==> src/rtl/cpu_pkg.sv <==
// Shared pipeline-control types: sequencer state encoding, register-address constants and
// the operand-match helper used by the hazard logic.
package cpu_pkg;

   localparam int unsigned REG_AW = 5;
   localparam logic [REG_AW-1:0] REG_ZERO = 5'd0;

   typedef enum logic [1:0] {
      StIdle  = 2'd0,
      StRun   = 2'd1,
      StStall = 2'd2
   } state_e;

   // x0 is hard-wired to zero, so it never carries a dependency.
   function automatic logic reg_match(input logic [REG_AW-1:0] x,
                                      input logic [REG_AW-1:0] rs1,
                                      input logic [REG_AW-1:0] rs2);
      return (x != REG_ZERO) && ((x == rs1) || (x == rs2));
   endfunction

endpackage

==> src/rtl/sat_counter.sv <==
// Statistic counter: increments on inc_i, sticks at all-ones, synchronous clear.
module sat_counter #(
   parameter int unsigned CNT_W = 32
) (
   input  logic             clk_i,
   input  logic             clr_i,
   input  logic             inc_i,
   output logic [CNT_W-1:0] cnt_o
);

   logic [CNT_W-1:0] r_cnt;
   logic             w_sat;

   assign w_sat = &r_cnt;
   assign cnt_o = r_cnt;

   always_ff @(posedge clk_i) begin
      if (clr_i) begin
         r_cnt <= '0;
      end else if (inc_i && !w_sat) begin
         r_cnt <= r_cnt + 1'b1;
      end
   end

endmodule

==> src/rtl/hazard_flush_ctrl.sv <==
// ID-stage hazard sequencer: detects load-use and branch-operand hazards, sequences
// one- or two-cycle stalls, qualifies branch flushes and keeps stall/flush statistics.
module hazard_flush_ctrl
   import cpu_pkg::*;
#(
   parameter int unsigned CNT_W = 32
) (
   input  logic              clk_i,
   input  logic              rst_i,
   input  logic              start_i,
   input  logic [REG_AW-1:0] ID_RS1addr_i,
   input  logic [REG_AW-1:0] ID_RS2addr_i,
   input  logic              ID_Branch_i,
   input  logic              ID_Flush_i,
   input  logic [REG_AW-1:0] EX_RDaddr_i,
   input  logic              EX_RegWrite_i,
   input  logic              EX_MemRead_i,
   input  logic [REG_AW-1:0] MEM_RDaddr_i,
   input  logic              MEM_MemRead_i,
   output logic              PCWrite_o,
   output logic              IF_ID_Write_o,
   output logic              NoOp_o,
   output logic              Flush_o,
   output logic [CNT_W-1:0]  Stall_cnt_o,
   output logic [CNT_W-1:0]  Flush_cnt_o,
   output logic              Busy_o
);

   state_e     r_state, w_state_d;
   logic [1:0] r_stall_cnt, w_stall_cnt_d;
   logic       w_m_ex, w_m_mem;
   logic       w_h1, w_h2, w_hazard;
   logic       w_stall;

   assign w_m_ex  = reg_match(EX_RDaddr_i, ID_RS1addr_i, ID_RS2addr_i);
   assign w_m_mem = reg_match(MEM_RDaddr_i, ID_RS1addr_i, ID_RS2addr_i);

   // A branch compares in ID, so a load feeding it must wait until the data leaves MEM.
   assign w_h2 = ID_Branch_i & EX_MemRead_i & w_m_ex;
   assign w_h1 = (EX_MemRead_i & w_m_ex & ~ID_Branch_i)
               | (ID_Branch_i & EX_RegWrite_i & ~EX_MemRead_i & w_m_ex)
               | (ID_Branch_i & MEM_MemRead_i & w_m_mem);
   assign w_hazard = w_h2 | w_h1;

   assign Busy_o = (r_state != StIdle);

   always_comb begin
      w_state_d     = r_state;
      w_stall_cnt_d = r_stall_cnt;
      PCWrite_o     = 1'b0;
      IF_ID_Write_o = 1'b0;
      NoOp_o        = 1'b1;
      Flush_o       = 1'b0;
      w_stall       = 1'b0;
      unique case (r_state)
         StIdle: begin
            if (start_i) w_state_d = StRun;
         end
         StRun: begin
            if (w_hazard) begin
               w_stall = 1'b1;
               if (w_h2) begin
                  w_state_d     = StStall;
                  w_stall_cnt_d = 2'd1;
               end
            end else begin
               PCWrite_o     = 1'b1;
               IF_ID_Write_o = 1'b1;
               NoOp_o        = 1'b0;
               Flush_o       = ID_Flush_i & ID_Branch_i;
            end
         end
         StStall: begin
            w_stall       = 1'b1;
            w_stall_cnt_d = r_stall_cnt - 2'd1;
            if (w_stall_cnt_d == 2'd0) w_state_d = StRun;
         end
         default: begin
            w_state_d     = StIdle;
            w_stall_cnt_d = 2'd0;
         end
      endcase
   end

   always_ff @(posedge clk_i) begin
      if (rst_i) begin
         r_state     <= StIdle;
         r_stall_cnt <= 2'd0;
      end else begin
         r_state     <= w_state_d;
         r_stall_cnt <= w_stall_cnt_d;
      end
   end

   sat_counter #(
      .CNT_W (CNT_W)
   ) u_stall_cnt (
      .clk_i (clk_i),
      .clr_i (rst_i),
      .inc_i (w_stall),
      .cnt_o (Stall_cnt_o)
   );

   sat_counter #(
      .CNT_W (CNT_W)
   ) u_flush_cnt (
      .clk_i (clk_i),
      .clr_i (rst_i),
      .inc_i (Flush_o),
      .cnt_o (Flush_cnt_o)
   );

endmodule

==> config.mk <==
export PLATFORM = sky130hd
export DESIGN_NAME = hazard_flush_ctrl
export DESIGN_NICKNAME = d
export VERILOG_FILES = /design/src/rtl/cpu_pkg.sv /design/src/rtl/sat_counter.sv /design/src/rtl/hazard_flush_ctrl.sv
export SDC_FILE = /design/constraint.sdc
export NUM_CORES = 1
export LEC_CHECK = 0
export ABC_AREA = 1
export CAP_MARGIN = 20
export CELL_PAD_IN_SITES_DETAIL_PLACEMENT = 2
export CELL_PAD_IN_SITES_GLOBAL_PLACEMENT = 2
export CORE_ASPECT_RATIO = 1.1
export CORE_MARGIN = 5
export CORE_UTILIZATION = 31
export CTS_BUF_LIST = sky130_fd_sc_hd__clkbuf_8
export DETAILED_ROUTE_END_ITERATION = 8
export GPL_TIMING_DRIVEN = 0
export PLACE_DENSITY_LB_ADDON = 0.1
export SYNTH_ARGS = -nofsm -noshare
export SYNTH_HDL_FRONTEND = slang
export SYNTH_SLANG_ARGS = --single-unit
==> constraint.sdc <==
create_clock -name clk_i -period 3.52 [get_ports clk_i]
set_input_delay 0.528 -clock clk_i [delete_from_list [all_inputs] [get_ports clk_i]]
set_output_delay 0.528 -clock clk_i [all_outputs]
set_load 0.1 [all_outputs]
Word-level counts from Yosys, hierarchy flattened

Index checks and enable logic that the tools add are counted.

$add $sub $neg: 3
Multipliers: 0
Div/mod/pow operators: 0
Magnitude comparators: 0
Equal/unequal tests: 10
Shifts and indexed selects: 0
Mux-type cells: 15
Bitwise gates (word level): 16
Reduce and logical (&&, ||, !) cells: 17

Operator list:

| cell                  | number |
|---|---|
| $add 32x1->32 const B | 2 |
| $reduce_and 32->1     | 2 |
| $eq 5x5->1            | 4 |
| $mux 2                | 6 |
| $pmux 2 s3            | 2 |
| $and 1x1->1           | 10 |
| $reduce_bool 5->1     | 2 |
| $ne 2x2->1 const B    | 4 |
| $mux 1                | 6 |
| $logic_and 1x1->1     | 4 |
| $logic_not 2->1       | 2 |
| $reduce_and 4->1      | 1 |
| $not 1->1             | 3 |
| $or 1x1->1            | 3 |
| $reduce_and 3->1      | 1 |
| $eq 2x1->1 const B    | 1 |
| $eq 2x2->1 const B    | 1 |
| $logic_not 1->1       | 2 |
| $logic_or 1x1->1      | 2 |
| $pmux 1 s2            | 1 |
| $reduce_bool 2->1     | 1 |
| $sub 2x1->2 const B   | 1 |

Flip-flop bits (word level): 68
Bits in latches: 0
Bits in writable memories: 0
Memory bits (read-only): 0
Input port bits: 28
Output and inout port bits: 69
Memories kept: 0

Longest topological paths before layout

Gate-level depths: netlist of the first run.

Word-level depth: 11
Mapped depth: 14
Gate-level depth less buffers: 13

By module

Synthesis of the first run repeated with hierarchy kept, for this count alone.

Cells, all modules: 765
Area total of the unflattened synthesis: 4659.5 um2

Modules (own cells, without submodules):

| module            | times used | cells an instance | area an instance (um2) | sequential area each (um2) |
|---|---|---|---|---|
| sat_counter       | 2          | 320               | 1984.4                 | 640.6 |
| hazard_flush_ctrl | 1          | 125               | 690.7                  | 80.1 |

Worst setup path after synthesis of the first run

No wires, ideal clock.

Path kind: input-to-output
Start point: input MEM_RDaddr_i[2]
End point: output PCWrite_o
Data arrival time: 3.198 ns
Slack: -0.206 ns
Cell stages on the path: 8
Cells stage by stage: nor3_1 > nand3_1 > nand3_1 > inv_1 > nand2_1 > nand3_1 > inv_1 > buf_4

Word-level cells in the longest chain between the ends: 8
Elaborated cells on any way between the ends: 10
Classes of those cells: eq/ne: 2; mux: 2; bitwise: 3; reduce/logical: 3

RTL lines:

| item                    | RTL line                | RTL |
|---|---|---|
| from (decl)             | hazard_flush_ctrl.sv:18 | `input logic [REG_AW-1:0] MEM_RDaddr_i,` |
| $eq 5x5->1              | cpu_pkg.sv:18           | `return (x != REG_ZERO) && ((x == rs1) \|\| (x == rs2));` |
| $logic_or 1x1->1        | cpu_pkg.sv:18           |  |
| $logic_and 1x1->1 (*)   | cpu_pkg.sv:18           |  |
| $and 1x1->1 (*)         | hazard_flush_ctrl.sv:42 | `\| (ID_Branch_i & MEM_MemRead_i & w_m_mem);` |
| $or 1x1->1 (*)          | hazard_flush_ctrl.sv:42 |  |
| $or 1x1->1 (*)          | hazard_flush_ctrl.sv:43 | `assign w_hazard = w_h2 \| w_h1;` |
| $mux 1 (*) (2 in a row) | --                      |  |
| to (decl)               | hazard_flush_ctrl.sv:20 | `output logic PCWrite_o,` |

Mark *: on every way between the ends. The rest lies on a longest branch, timed or not.

Final worst setup path of the first run

Start point: input MEM_RDaddr_i[3]
End point: output PCWrite_o

Word-level cells in the longest chain between the ends: 8
Elaborated cells on any way between the ends: 10
Classes of those cells: eq/ne: 2; mux: 2; bitwise: 3; reduce/logical: 3

RTL lines:

| item                  | RTL line                | RTL |
|---|---|---|
| $eq 5x5->1            | cpu_pkg.sv:18           |  |
| $logic_or 1x1->1      | cpu_pkg.sv:18           |  |
| $logic_and 1x1->1 (*) | cpu_pkg.sv:18           |  |
| $and 1x1->1 (*)       | hazard_flush_ctrl.sv:42 |  |
| $or 1x1->1 (*)        | hazard_flush_ctrl.sv:42 |  |
| $or 1x1->1 (*)        | hazard_flush_ctrl.sv:43 |  |
| $mux 1 (*)            | hazard_flush_ctrl.sv:60 | `if (w_hazard) begin` |
| $mux 1 (*)            | hazard_flush_ctrl.sv:55 | `unique case (r_state)` |

Marks and branches as above.

==> impl_results.rst, run 1 <==
.. list-table::
   :header-rows: 1

   * - Metric
     - Value
   * - Transition time of the tightest slew-check pin
     - 0.995 ns
   * - Critical path required time
     - 2.99 ns
   * - Weighted congestion at the end of routability-driven global placement
     - 0.893
   * - Clock net sink count
     - 68
   * - Hold-fix buffer count after cts
     - 0
   * - Slack of the worst reg-to-reg path
     - 0.94 ns
   * - Final Skew
     - approximately 0.011 ns
   * - Final wirelength
     - roughly 19000 µm
   * - Number of cells traversed by the worst register-to-register path
     - 10
   * - Largest buffer count on any clock path
     - 2
   * - Tot Pwr
     - 2.19 mW
   * - Post-route non-filler standard cell count
     - 1038
   * - Yosys reg bits
     - between 60 and 70
   * - Post-placement worst setup slack
     - -0.449 ns
   * - Clock Pin Slew Worst Setup and Hold Paths
     - 0.07 ns
   * - Ratio of final minimum period to clock period
     - a little over nine tenths
   * - Boundary Pins
     - 97
   * - Sum of net half-perimeters after detailed placement
     - 15200 µm
   * - Logic pwr share
     - 35.0%
   * - Sequential power share
     - 37.1%
   * - Total DRC errors in the routed layout
     - 0
   * - Total instance count after detailed placement
     - 1023
   * - Fraction of power consumed by the clock network
     - 27.9%
   * - Static power due to leakage
     - around 2.2 nW
   * - Buffers on Ports
     - 95
   * - Maximum ir drop on the vdd rail
     - approximately 0.00014 V
   * - Outcome
     - completed
   * - Worst-case setup margin in the final layout
     - 0.206 ns
   * - CTS HTree Levels
     - 3
   * - Hold Crit Start
     - r_state[1]$_SDFFE_PP0P_
   * - Post-synth design cell area
     - 4750 µm²
   * - Placement row count
     - 47
   * - Launching element type of the critical path
     - primary input
   * - Number of synthesis warnings
     - 0
   * - Hold path cells
     - 2
   * - Die Span Y
     - 140 µm
   * - Crit path arrival time
     - roughly 2.8 ns
   * - Max Clk Rate
     - 0.302 GHz
   * - Critical-path maximum fanout
     - 4
   * - Slew Limit Fails
     - 0
   * - First-iteration detailed-routing DRC count
     - 197
   * - Post-CTS Setup Bufs
     - 0
   * - Number of buffers created by CTS
     - 9
   * - Global-route total usage across every layer
     - 21.2%
   * - Path type of the worst min-delay path
     - reg2reg
   * - Antenna violations before repair
     - 0
   * - Via count of the first global-routing pass
     - 5887
   * - Grt total ovfl
     - 0
   * - Worst flop-to-flop path startpoint
     - u_flush_cnt.cnt_o[0]$_SDFFE_PP0P_
   * - Internal Power
     - about 1.3 mW
   * - Die extent in x
     - 128 µm
   * - Sw power
     - 0.929 mW
   * - DIE AREA
     - 17900 µm²
   * - Number of nets with antenna violations after routing
     - 0
   * - Initial core utilization
     - 31.5%
   * - Post-layout minimum cycle time
     - between 3 and 4 ns
   * - Most common library cell in the layout ignoring fill and taps
     - nand2_1
   * - Synthesized netlist net count
     - 766
   * - Largest net degree at the start of global routing
     - 11
   * - Synth cell types
     - 30
   * - Final setup violation count
     - 0
   * - ANT cells
     - 0
   * - Fraction of power spent switching nets
     - 42.5%
   * - Average wire length per cell after detail routing
     - 18.0 µm
   * - Fill cells
     - 1860
   * - Kind of critical path
     - in2out
   * - Per-cell via count in the routed design
     - 5.09
   * - Maximum Capacitance Violations
     - 0
   * - Setup repair after global routing missed its margin
     - no
   * - Clock latency reported for the late side of the worst-skew pair
     - 0.37 ns
   * - Count of TritonRoute iterations in the first routing pass
     - 4
   * - Cell area power density
     - between 300 and 400 nW/µm²
   * - Number of nets at the end of the flow
     - 872
   * - Biggest area consumer among synthesized cells
     - dfxtp_1
   * - Capture point of the worst reg-to-reg path
     - u_flush_cnt.cnt_o[10]$_SDFFE_PP0P_
   * - Headroom to the max-slew limit
     - 33.4%
   * - TritonCTS clock tree
     - done
   * - P&R area growth vs syn
     - 28.8%
   * - Global-route wire length before repair
     - 30400 µm
   * - Vias after detailed routing
     - 5284
   * - Most frequent cells in the layout
     - nand2_1 (197), clkdlybuf4s50_1 (91), nand3_1 (84)
   * - Gate count after technology mapping
     - approximately 730
   * - Hold Vio Cnt, Final
     - 0
   * - Worst Hold End
     - r_state[1]$_SDFFE_PP0P_
   * - Core region area
     - 15100 µm²
   * - CTS Root Cell
     - clkbuf_8
   * - Fraction of post-synthesis cell area in the top cell type by area
     - between 20 and 30%
   * - Area contributors post-synth
     - dfxtp_1 (29%), nand2_1 (16%), nand3_1 (9.0%)
   * - Kind of capture point of the worst setup path
     - output pin
   * - Syn avg cell area
     - 6.49 µm²
   * - Sequential element share of the synthesized area
     - 28.7%
   * - Fraction of layout instances using a drive strength above 1
     - 9.74%
cell type report:
cell class	count	area, µm²	share of cell area, %
Buffer	27	150	2.46
Clock buffer	11	151	2.48
Clock inverter	4	17.5	0.287
Inverter	58	221	3.62
Multi-Input combinational cell	579	3020	49.5
Sequential cell	68	1360	22.3
Tap cell	196	245	4.01
Timing Repair Buffer	95	942	15.4
registers in the layout, summed over array words and instances, names as in the netlist:
name	count
r_state	2
r_stall_cnt	2
u_flush_cnt.cnt_o	32
u_stall_cnt.cnt_o	32
routing by layer:
layer  wire length, µm  GRT usage, %
met5                 0             0
met3               599          3.49
met2              9610          38.7
met1              8070          24.9
met4               425          6.70
repair_timing:
item | CTS | global route
cloned | 0 | 0
endpoints found under the setup margin | 4 | 1
resized for setup | 6 | 2
critical path: stages:
cell	delay, ns
clkdlybuf4s50_1	0.50
nor3_1	0.23
nand3_1	0.09
nand3_1	0.09
inv_1	0.05
nand2_1	0.12
nand3_2	0.15
clkinvlp_4	0.10
buf_4	0.09
dlygate4sd2_1	0.84
how the worst max path moves through the flow:
stage	startpoint	endpoint	slack, ns	depth (start not counted)
2_1_floorplan	MEM_RDaddr_i[2]	PCWrite_o	0.51	8
3_3_place_gp	MEM_RDaddr_i[3]	Flush_o	-0.44	10
3_5_place_dp	MEM_RDaddr_i[3]	Flush_o	-0.45	10
4_1_cts	MEM_RDaddr_i[3]	Flush_o	0.12	10
5_1_grt	EX_RDaddr_i[3]	PCWrite_o	0.03	8
6_report	MEM_RDaddr_i[3]	PCWrite_o	0.21	10
cell usage after synthesis:
library cell,number
dfxtp_1,68
nor3_2,1
nor2b_1,1
nand4_1,19
nor2_1,74
buf_2,6
a21oi_2,20
o22ai_1,1
clkbuf_1,10
inv_1,56
nor3b_1,2
o21ai_0,3
buf_4,5
buf_1,3
nand2_4,1
xnor2_1,25
nand2_2,22
nor2_4,3
xor2_1,39
nor2_2,3
buf_6,3
nand2_1,197
a21o_1,1
nor4_1,1
inv_2,2
nor3_1,27
ha_1,6
a21oi_1,47
o21a_1,1
nand3_1,85
per-stage QoR:
stage / cell area [µm²] / hold WS, ns / utilization (%) / TNS [ns]
4_1_cts: 6120 / 0.500 / 40.6 / 0
3_3_place_gp: 5950 / 0.469 / 39.5 / -0.516
6_report: 6110 / 0.495 / 40.6 / 0
2_1_floorplan: 4760 / 0.456 / - / 0
3_5_place_dp: 5950 / 0.492 / 39.5 / -0.581
5_1_grt: 6110 / 0.533 / 40.6 / 0
power groups by stage:
stage	clock network, mW	logic [mW]	registers [mW]
floorplan	0	0.514	0.857
global placement	0	0.751	0.827
detailed placement	0	0.787	0.829
CTS	0.623	0.779	0.811
global route	0.658	0.831	0.815
finish	0.610	0.765	0.811
cell families after synthesis:
| family | count (synthesis) | synth area share, % |
|---|---|---|
| simple gates | 436 | 40.8 |
| buf+inv | 85 | 7.75 |
| compound gates | 73 | 9.41 |
| flops | 68 | 28.7 |
| xor+xnor | 64 | 11.8 |
| fa+ha+maj | 6 | 1.58 |
Power figures use the tool's default switching activity.
==> run 2, diff against run 1 <==
--- a/config.mk
+++ b/config.mk
@@ -10,7 +10,7 @@
 export CELL_PAD_IN_SITES_DETAIL_PLACEMENT = 2
 export CELL_PAD_IN_SITES_GLOBAL_PLACEMENT = 2
 export CORE_ASPECT_RATIO = 1.1
-export CORE_MARGIN = 5
+export CORE_MARGIN = 4
 export CORE_UTILIZATION = 31
 export CTS_BUF_LIST = sky130_fd_sc_hd__clkbuf_8
 export DETAILED_ROUTE_END_ITERATION = 8
==> run 2 against run 1 <==
  * Cell count about the same
  * Highest routed layer unchanged
  * Worst setup slack better by 0.024 ns
  * Largest cell class unchanged
  * Critical path type unchanged
  * Via count grew 0.28%
==> impl_results.rst, run 2 (synthesized netlist as in run 1, its figures left out) <==
.. list-table::
   :header-rows: 1

   * - Metric
     - Value
   * - Outcome
     - completed (unchanged)
   * - Critical-path maximum fanout
     - 4 (unchanged)
   * - Worst flop-to-flop path startpoint
     - u_flush_cnt.cnt_o[0]$_SDFFE_PP0P_ (unchanged)
   * - Path type of the worst min-delay path
     - reg2reg (unchanged)
   * - Hold Vio Cnt, Final
     - 0 (unchanged)
   * - Per-cell via count in the routed design
     - 5.10 (was 5.09)
   * - Sw power
     - 0.933 mW (was 0.929 mW)
   * - Fraction of power spent switching nets
     - 40.2% (was 42.5%)
   * - Critical path required time
     - 2.99 ns (about the same)
   * - Max Clk Rate
     - 0.304 GHz (was 0.302 GHz)
   * - Final wirelength
     - 18800 µm (was 18700 µm)
   * - Count of TritonRoute iterations in the first routing pass
     - 4 (unchanged)
   * - Post-placement worst setup slack
     - -0.510 ns (was -0.449 ns)
   * - Maximum ir drop on the vdd rail
     - 0.000183 V (was 0.000137 V)
   * - Initial core utilization
     - 31.5% (unchanged)
   * - Hold Crit Start
     - r_state[1]$_SDFFE_PP0P_ (unchanged)
   * - Post-Route Hold Slack
     - 0.495 ns (about the same)
   * - Kind of capture point of the worst setup path
     - output pin (unchanged)
   * - Boundary Pins
     - 97 (unchanged)
   * - Crit path arrival time
     - 2.76 ns (was 2.79 ns)
   * - Clock Pin Slew Worst Setup and Hold Paths
     - 0.07 ns (about the same)
   * - Antenna violations before repair
     - 0 (unchanged)
   * - Cell area power density
     - 376 nW/µm² (was 358 nW/µm²)
   * - CTS HTree Levels
     - 3 (unchanged)
   * - Slack of the worst reg-to-reg path
     - 0.88 ns (was 0.94 ns)
   * - Final Skew
     - 0.0136 ns (was 0.0112 ns)
   * - Setup repair after global routing missed its margin
     - no (unchanged)
   * - Worst-case setup margin in the final layout
     - 0.230 ns (was 0.206 ns)
   * - Kind of critical path
     - in2out (unchanged)
   * - Slew Limit Fails
     - 0 (unchanged)
   * - Fraction of power consumed by the clock network
     - 32.1% (was 27.9%)
   * - Post-CTS Resized
     - 6 (unchanged)
   * - First-iteration detailed-routing DRC count
     - 204 (was 197)
   * - Die Span Y
     - 138 µm (was 140 µm)
   * - Most frequent cells in the layout
     - nand2_1 (197), clkdlybuf4s50_1 (91), nand3_1 (84) (unchanged)
   * - Grt total ovfl
     - 0 (unchanged)
   * - Capture point of the worst reg-to-reg path
     - u_flush_cnt.cnt_o[7]$_SDFFE_PP0P_ (was u_flush_cnt.cnt_o[10]$_SDFFE_PP0P_)
   * - TritonCTS clock tree
     - done (unchanged)
   * - Global-route wire length before repair
     - 30400 µm (about the same)
   * - Most common library cell in the layout ignoring fill and taps
     - nand2_1 (unchanged)
   * - Weighted congestion at the end of routability-driven global placement
     - 0.865 (was 0.893)
   * - Number of nets with antenna violations after routing
     - 0 (unchanged)
   * - Tot Pwr
     - 2.32 mW (was 2.19 mW)
   * - Headroom to the max-slew limit
     - 33.8% (was 33.4%)
   * - Largest buffer count on any clock path
     - 2 (unchanged)
   * - Static power due to leakage
     - 2.20 nW (was 2.19 nW)
   * - Fill cells
     - 1874 (was 1860)
   * - Final setup violation count
     - 0 (unchanged)
   * - Util after Layout
     - 40.9% (was 40.6%)
   * - Die extent in x
     - 126 µm (was 128 µm)
   * - Launching element type of the critical path
     - primary input (unchanged)
   * - Via count of the first global-routing pass
     - 5745 (was 5887)
   * - Post-layout minimum cycle time
     - 3.29 ns (was 3.31 ns)
   * - Number of cells traversed by the worst register-to-register path
     - 10 (unchanged)
   * - Buffers on Ports
     - 95 (unchanged)
   * - ANT cells
     - 0 (unchanged)
   * - Vias after detailed routing
     - 5299 (was 5284)
   * - Average wire length per cell after detail routing
     - 18.1 µm (was 18.0 µm)
   * - Clock net sink count
     - 68 (unchanged)
   * - Core region area
     - 15100 µm² (unchanged)
   * - Sequential power share
     - 35.0% (was 37.1%)
   * - Maximum Capacitance Violations
     - 0 (unchanged)
   * - Ratio of final minimum period to clock period
     - 93.5% (was 94.1%)
   * - Fraction of layout instances using a drive strength above 1
     - 10.1% (was 9.74%)
   * - Number of nets at the end of the flow
     - 872 (unchanged)
   * - CTS Root Cell
     - clkbuf_8 (unchanged)
   * - Global-route total usage across every layer
     - 22.0% (was 21.2%)
   * - Hold-fix buffer count after cts
     - 0 (unchanged)
   * - Post-CTS Setup Bufs
     - 0 (unchanged)
   * - Total DRC errors in the routed layout
     - 0 (unchanged)
   * - Area after DPL
     - 5950 µm² (unchanged)
   * - Number of buffers created by CTS
     - 9 (unchanged)
   * - Final instance area
     - 6160 µm² (was 6110 µm²)
   * - Largest net degree at the start of global routing
     - 12 (was 11)
   * - DIE AREA
     - 17400 µm² (was 17900 µm²)
   * - Logic pwr share
     - 32.8% (was 35.0%)
   * - Sum of net half-perimeters after detailed placement
     - 15100 µm (was 15200 µm)
   * - Worst Hold End
     - r_state[1]$_SDFFE_PP0P_ (unchanged)
   * - Placement row count
     - 47 (unchanged)
   * - Transition time of the tightest slew-check pin
     - 0.990 ns (was 0.995 ns)
   * - P&R area growth vs syn
     - 29.7% (was 28.8%)
   * - Internal Power
     - 1.38 mW (was 1.26 mW)
   * - Hold path cells
     - 2 (unchanged)
   * - Clock latency reported for the late side of the worst-skew pair
     - 0.37 ns (about the same)
[run 2: final cells by class]
type                    count  area [µm²]  share of cell area (%)
clock buffers              10         138                    2.23
clock inverters             6        78.8                    1.28
inverters                  58         221                    3.60
multi-input cells         579        3020                    49.1
plain buffers              27         150                    2.44
repair buffers             95         941                    15.3
flip-flops and latches     68        1360                    22.1
well taps                 196         245                    3.98
[run 2: power groups by stage]
stage / logic (mW) / registers [mW] / clock network (mW)
floorplan: 0.514 / 0.857 / 0
global placement: 0.750 / 0.827 / 0
detailed placement: 0.780 / 0.830 / 0
CTS: 0.774 / 0.812 / 0.765
global route: 0.833 / 0.816 / 0.807
finish: 0.761 / 0.812 / 0.745
[run 2: worst max-delay path by stage]
| stage | from | end | slack, ns | depth (start not counted) |
|---|---|---|---|---|
| final | MEM_RDaddr_i[3] | IF_ID_Write_o | 0.23 | 9 |
| after global routing | MEM_RDaddr_i[3] | IF_ID_Write_o | 0.03 | 9 |
| after CTS | MEM_RDaddr_i[3] | Flush_o | 0.05 | 10 |
| after detailed placement | MEM_RDaddr_i[3] | Flush_o | -0.51 | 10 |
| after global placement | MEM_RDaddr_i[3] | Flush_o | -0.43 | 10 |
| after floorplan | MEM_RDaddr_i[2] | PCWrite_o | 0.51 | 8 |
[run 2: stage by stage]
step | setup TNS (ns) | instances
6_report | 0 | 1039
2_1_floorplan | 0 | 732
5_1_grt | 0 | 1039
3_5_place_dp | -0.776 | 1023
4_1_cts | 0 | 1039
3_3_place_gp | -0.508 | 1023
[run 2: critical path, cell delays in order]
cell             delay (ns)
clkdlybuf4s50_1        0.49
nor3_1                 0.27
nand3_1                0.11
nand3_1                0.09
inv_1                  0.05
nand2_1                0.12
nand3_2                0.15
clkinvlp_4             0.11
dlygate4sd2_1          0.85
[run 2: metal layers]
| layer | wire (µm) | part of all wire, % | GRT usage [%] | up-vias |
|---|---|---|---|---|
| li1 | - | - | - | 2581 |
| met1 | 8050 | 43 | 25.5 | 2593 |
| met2 | 9650 | 51 | 40.5 | 97 |
| met3 | 644 | 3.4 | 4.07 | 28 |
| met4 | 490 | 2.6 | 7.45 | 0 |
| met5 | 0 | 0 | 0 | - |
